`config.mk`:
```
export PLATFORM = sky130hd
export DESIGN_NAME = cacheline_burst_adaptor
export DESIGN_NICKNAME = d
export VERILOG_FILES = /design/src/rtl/cacheline_burst_adaptor.sv
export SDC_FILE = /design/constraint.sdc
export NUM_CORES = 1
export LEC_CHECK = 0
export ABC_AREA = 1
export CAP_MARGIN = 25
export CORE_ASPECT_RATIO = 0.5
export CORE_MARGIN = 3
export CORE_UTILIZATION = 50
export CTS_BUF_LIST = sky130_fd_sc_hd__clkbuf_4 sky130_fd_sc_hd__clkbuf_8
export DETAILED_ROUTE_END_ITERATION = 16
export HOLD_SLACK_MARGIN = 0.1
export PLACE_DENSITY = 0.88
export SYNTH_ARGS = -nofsm -noshare
export SYNTH_HDL_FRONTEND = slang
export SYNTH_SLANG_ARGS = --single-unit
```
`constraint.sdc`:
```
create_clock -name clk -period 2.9 [get_ports clk]
set_input_delay 0.29 -clock clk [delete_from_list [all_inputs] [get_ports clk]]
set_output_delay 0.29 -clock clk [all_outputs]
set_load 0.1 [all_outputs]
```
`src/rtl/cacheline_burst_adaptor.sv`:
```
// -----------------------------------------------------------------------------
// cacheline_burst_adaptor
//
// Memory-side responder for the cache's physical-memory port. It takes one
// line request at a time and turns it into a BEATS-beat burst on the
// main-memory side:
//   - read  : collects BEATS returned beats (beat 0 = least-significant bits)
//             into a line, then presents it on pmem_rdata.
//   - write : serialises the latched line onto burst_wdata, one beat per
//             accepted burst_resp.
// When the whole burst has finished, pmem_resp pulses for exactly one cycle.
// Every output comes straight from a flop; no input reaches an output
// combinationally.
//
// Ports
//   clk            system clock, all state on the rising edge
//   rst            asynchronous active-low reset
//   pmem_address   line address from the cache
//   pmem_read      line read request, held until pmem_resp
//   pmem_write     line write request, held until pmem_resp
//   pmem_wdata     line to write
//   pmem_rdata     assembled read line; holds until the next read completes
//   pmem_resp      one-cycle completion strobe
//   burst_address  line-aligned burst address
//   burst_read     burst read request
//   burst_write    burst write request
//   burst_wdata    current write beat
//   burst_rdata    returned read beat
//   burst_resp     beat accepted (write) / beat valid (read) strobe
// -----------------------------------------------------------------------------
module cacheline_burst_adaptor #(
    parameter int LINE_W = 256,
    parameter int BEAT_W = 64
) (
    input  logic              clk,
    input  logic              rst,
    input  logic [31:0]       pmem_address,
    input  logic              pmem_read,
    input  logic              pmem_write,
    input  logic [LINE_W-1:0] pmem_wdata,
    output logic [LINE_W-1:0] pmem_rdata,
    output logic              pmem_resp,
    output logic [31:0]       burst_address,
    output logic              burst_read,
    output logic              burst_write,
    output logic [BEAT_W-1:0] burst_wdata,
    input  logic [BEAT_W-1:0] burst_rdata,
    input  logic              burst_resp
);

    // Derived beat count; kept local so it always tracks LINE_W/BEAT_W.
    localparam int BEATS = LINE_W / BEAT_W;
    localparam int CNT_W = (BEATS > 1) ? $clog2(BEATS) : 1;
    localparam logic [CNT_W-1:0] LAST_BEAT = CNT_W'(BEATS - 1);
    // Clears the byte-offset-within-line bits of the address.
    localparam logic [31:0] ALIGN_MASK = ~(32'(LINE_W / 8) - 32'd1);

    typedef enum logic [1:0] {
        IDLE,
        RD,
        WR,
        RESP
    } state_t;

    state_t            state_q, state_d;
    logic [CNT_W-1:0]  cnt_q, cnt_d;
    // Shared line buffer: holds the write line during WR and gathers beats
    // during RD. pmem_rdata is a separate register so writes never disturb it.
    logic [LINE_W-1:0] line_q, line_d;
    logic [LINE_W-1:0] rdata_q, rdata_d;
    logic [31:0]       addr_q, addr_d;
    logic [BEAT_W-1:0] wdata_q, wdata_d;
    logic              resp_q, resp_d;
    logic              rd_q, rd_d;
    logic              wr_q, wr_d;

    // Next-state and next-output logic. The output flops are loaded with the
    // value they must show in the state being entered, which keeps every
    // output registered while still meeting the 1-4 / 5 cycle timing.
    always_comb begin
        state_d = state_q;
        cnt_d   = cnt_q;
        line_d  = line_q;
        rdata_d = rdata_q;
        addr_d  = addr_q;
        wdata_d = '0;
        resp_d  = 1'b0;
        rd_d    = 1'b0;
        wr_d    = 1'b0;

        case (state_q)
            IDLE: begin
                // burst_resp is deliberately ignored here.
                if (pmem_write) begin
                    // Write wins over a simultaneous read so that a dirty
                    // writeback lands before the fill that replaces it.
                    state_d = WR;
                    cnt_d   = '0;
                    addr_d  = pmem_address & ALIGN_MASK;
                    line_d  = pmem_wdata;
                    wdata_d = pmem_wdata[BEAT_W-1:0];
                    wr_d    = 1'b1;
                end else if (pmem_read) begin
                    state_d = RD;
                    cnt_d   = '0;
                    addr_d  = pmem_address & ALIGN_MASK;
                    rd_d    = 1'b1;
                end
            end

            RD: begin
                rd_d = 1'b1;
                if (burst_resp) begin
                    line_d[BEAT_W*int'(cnt_q) +: BEAT_W] = burst_rdata;
                    if (cnt_q == LAST_BEAT) begin
                        cnt_d   = '0;
                        rd_d    = 1'b0;
                        rdata_d = line_d;
                        resp_d  = 1'b1;
                        state_d = RESP;
                    end else begin
                        cnt_d = cnt_q + CNT_W'(1);
                    end
                end
            end

            WR: begin
                wr_d    = 1'b1;
                wdata_d = wdata_q;
                if (burst_resp) begin
                    if (cnt_q == LAST_BEAT) begin
                        cnt_d   = '0;
                        wr_d    = 1'b0;
                        wdata_d = '0;
                        resp_d  = 1'b1;
                        state_d = RESP;
                    end else begin
                        cnt_d   = cnt_q + CNT_W'(1);
                        wdata_d = line_q[BEAT_W*int'(cnt_d) +: BEAT_W];
                    end
                end
            end

            RESP: begin
                state_d = IDLE;
            end

            default: begin
                state_d = IDLE;
            end
        endcase
    end

    // State and output registers. An aborted burst is simply dropped.
    always_ff @(posedge clk or negedge rst) begin
        if (!rst) begin
            state_q <= IDLE;
            cnt_q   <= '0;
            line_q  <= '0;
            rdata_q <= '0;
            addr_q  <= '0;
            wdata_q <= '0;
            resp_q  <= 1'b0;
            rd_q    <= 1'b0;
            wr_q    <= 1'b0;
        end else begin
            state_q <= state_d;
            cnt_q   <= cnt_d;
            line_q  <= line_d;
            rdata_q <= rdata_d;
            addr_q  <= addr_d;
            wdata_q <= wdata_d;
            resp_q  <= resp_d;
            rd_q    <= rd_d;
            wr_q    <= wr_d;
        end
    end

    assign pmem_rdata    = rdata_q;
    assign pmem_resp     = resp_q;
    assign burst_address = addr_q;
    assign burst_read    = rd_q;
    assign burst_write   = wr_q;
    assign burst_wdata   = wdata_q;

endmodule

```
==> key figures <==
Timing
  – Worst rel slew slack: 25.9%
  – Final period util: 90.7%
  – Setup TNS: 0 ps
  – Hold_ws: 135 ps
  – Min cycle time layout: 2630 ps
  – Setup Viol. Count Final: 0
  – Hold Fails Final Rpt: 0
  – Fin. max-slew vios: 0
  – Worst-Margin Slew: 1110 ps
  – Highest clock rate: 380 MHz
  – RSZ-0062 raised after global routing: false
  – Clock Skew: 29.5 ps

Cells and area
  – Most frequent cells in the layout: nand2_1, nand3_1, dfrtp_1
  – Area growth syn-to-layout: 26.7%
  – Commonest non-fill, non-tap cell in the layout: nand2_1
  – Nets: 5663
  – Layout cells sized above 1: 13.5%
  – Fin util: 64.7%

Die
  – Row Count: 66
  – Core area: 65700 µm²
  – DIE HEIGHT: 189 µm
  – Starting Density: 51.1%
  – Die area: 70500 µm²
  – Die W: 373 µm
  – # IOs: 712

Yosys
  – Yosys warns: 0
  – Syn_area_per_cell: 7.09 µm²
  – Synth cell types: 26
  – Sequential share of the synthesized area: 45.4%
  – FF+latch count, synth: 610
  – Syn Std Cell Area: 33600 µm²
  – Synth Instances: 4738

Place
  – Port buffer count: 701
  – Routability cong.: 0.994
  – Final HPWL from detailed placement: 92900 µm

Worst setup path
  – Max stage delay on crit path: 590 ps
  – Cell chain of the critical path: inv_1 -> ha_4 -> nand2_1 -> nor2_4 -> buf_4 -> nand2_1 -> nand3_1 -> nand3_1 -> nand2_1
  – Required time worst endpoint: 3570 ps
  – Buf/Inv on CP: 2
  – Reg-to-Reg Start: cnt_q[1]
  – CP most frequent cell: nand2_1
  – Critical path origin: cnt_q[1]
  – Crit-path leading delay family: simple AND/OR/NAND/NOR gates
  – Critical path arrival: 3290 ps
  – WS Path Type: flop to flop
  – Slowest-stage cell, CP: ha_4
  – Element type at the critical path start: flop
  – Crit. End Element: flop
  – Max FO, Critical Path: 36

Clock network
  – CTS tree: yes
  – Root Driver: clkbuf_8
  – Clk slew on worst S/H paths: 80 ps
  – H-tree depth: 3
  – CTS Buf Count: 92
  – Clock Path Buffers: 3
  – Postcts setup bufs: 0
  – Worst-Skew Late Latency: 730 ps
  – # clock sinks: 610

Routing
  – Antenna Nets Post-Route: 0
  – Pre-antenna DRT Iters: 6
  – WL/cell: 22.6 µm
  – Vias per inst: 5.90
  – DR DRC count: 0
  – Total Wirelength: 142000 µm
  – Vias: 37000
  – Initial DRC count: 4597

Job
  – Max-cap violation count: 0

GRT
  – Largest net degree at the start of global routing: 212
  – Congestion Overflow GR: 0
  – Number of global-route vias before repair: 35700
  – Initial antenna violation count: 22
  – GRT Total Usage: 39.4%
  – First-pass GRT wire length: 213000 µm

Outcome
  – Outcome: finished, final reports clean

Worst hold path
  – Hold/Removal Path Class: input pin to async pin
==> synthesized netlist by cell type (all sizes together) <==
library cell / number / share of area [%]
ha: 10 / 0.37
nand2: 1859 / 21
dfrtp: 610 / 45
conb: 1 / 0.011
nor2: 414 / 4.7
o211ai: 73 / 1.6
a21oi: 2 / 0.041
clkbuf: 99 / 1.1
clkinv: 1 / 0.011
inv: 248 / 2.8
o22ai: 1 / 0.019
nand3b: 1 / 0.022
o21ai: 104 / 1.5
nand3: 806 / 12
nor3: 1 / 0.048
o21a: 185 / 4.1
or2: 86 / 1.6
buf: 237 / 3.7
==> final cells by class <==
class	instances	area (µm²)
tap	884	1110
timing repair buffer	796	7300
sequential	610	15300
fill	5628	23200
multi-input combinational	3547	15900
antenna	21	52.6
inverter	249	940
clock inverter	14	97.6
clock buffer	152	1910
==> sequential cells by signal, summed over array words and instances, names as in the netlist <==
register       count
pmem_rdata       256
line_q           256
cnt_q              2
pmem_resp          1
burst_read         1
burst_address     27
burst_write        1
burst_wdata       64
state_q            2
==> logic make-up (layout without fill, tap and decap cells) <==
logic type | after synthesis | in the layout | share of synthesized area, %
simple gates | 3167 | 3167 | 39.2
flops | 610 | 610 | 45.4
buf+inv | 585 | 1211 | 7.60
compound gates | 365 | 365 | 7.39
fa+ha+maj | 10 | 10 | 0.373
other cells | 1 | 26 | 0.0112
==> timing repair <==
item,CTS,global route
hold buffers,1,0
endpoints found under the setup margin,0,0
hold endpoints to repair,386,0
gates resized for setup,0,0
==> layer usage <==
layer	GRT usage, %	up-vias	wire, µm
li1	-	16200	-
met1	49.6	17400	51000
met2	57.6	2696	61700
met3	11.2	693	17100
met4	29.8	0	12200
met5	0	-	0
==> worst paths after layout <==
path                                     to  slack, ps  cells past startpoint
max in group asynchronous       line_q[152]       1680                      4
min                         pmem_rdata[101]        140                      2
max reg2reg                     line_q[108]        270                      9
min reg2reg                 burst_wdata[20]        480                      2
min in group clk           burst_address[7]        140                      3
max                             line_q[108]        270                      9
==> per-stage QoR <==
stage	cell area [µm²]	worst slack [ps]	instances
global route	42600	233	6273
CTS	42500	361	6252
detailed placement	40500	399	6085
global placement	40500	513	6085
floorplan	33600	652	4742
finish	42600	271	6273
Power is left out: the tool's default activity adds up to more than one toggle a clock period on the data nets, which glitch-free logic cannot reach.
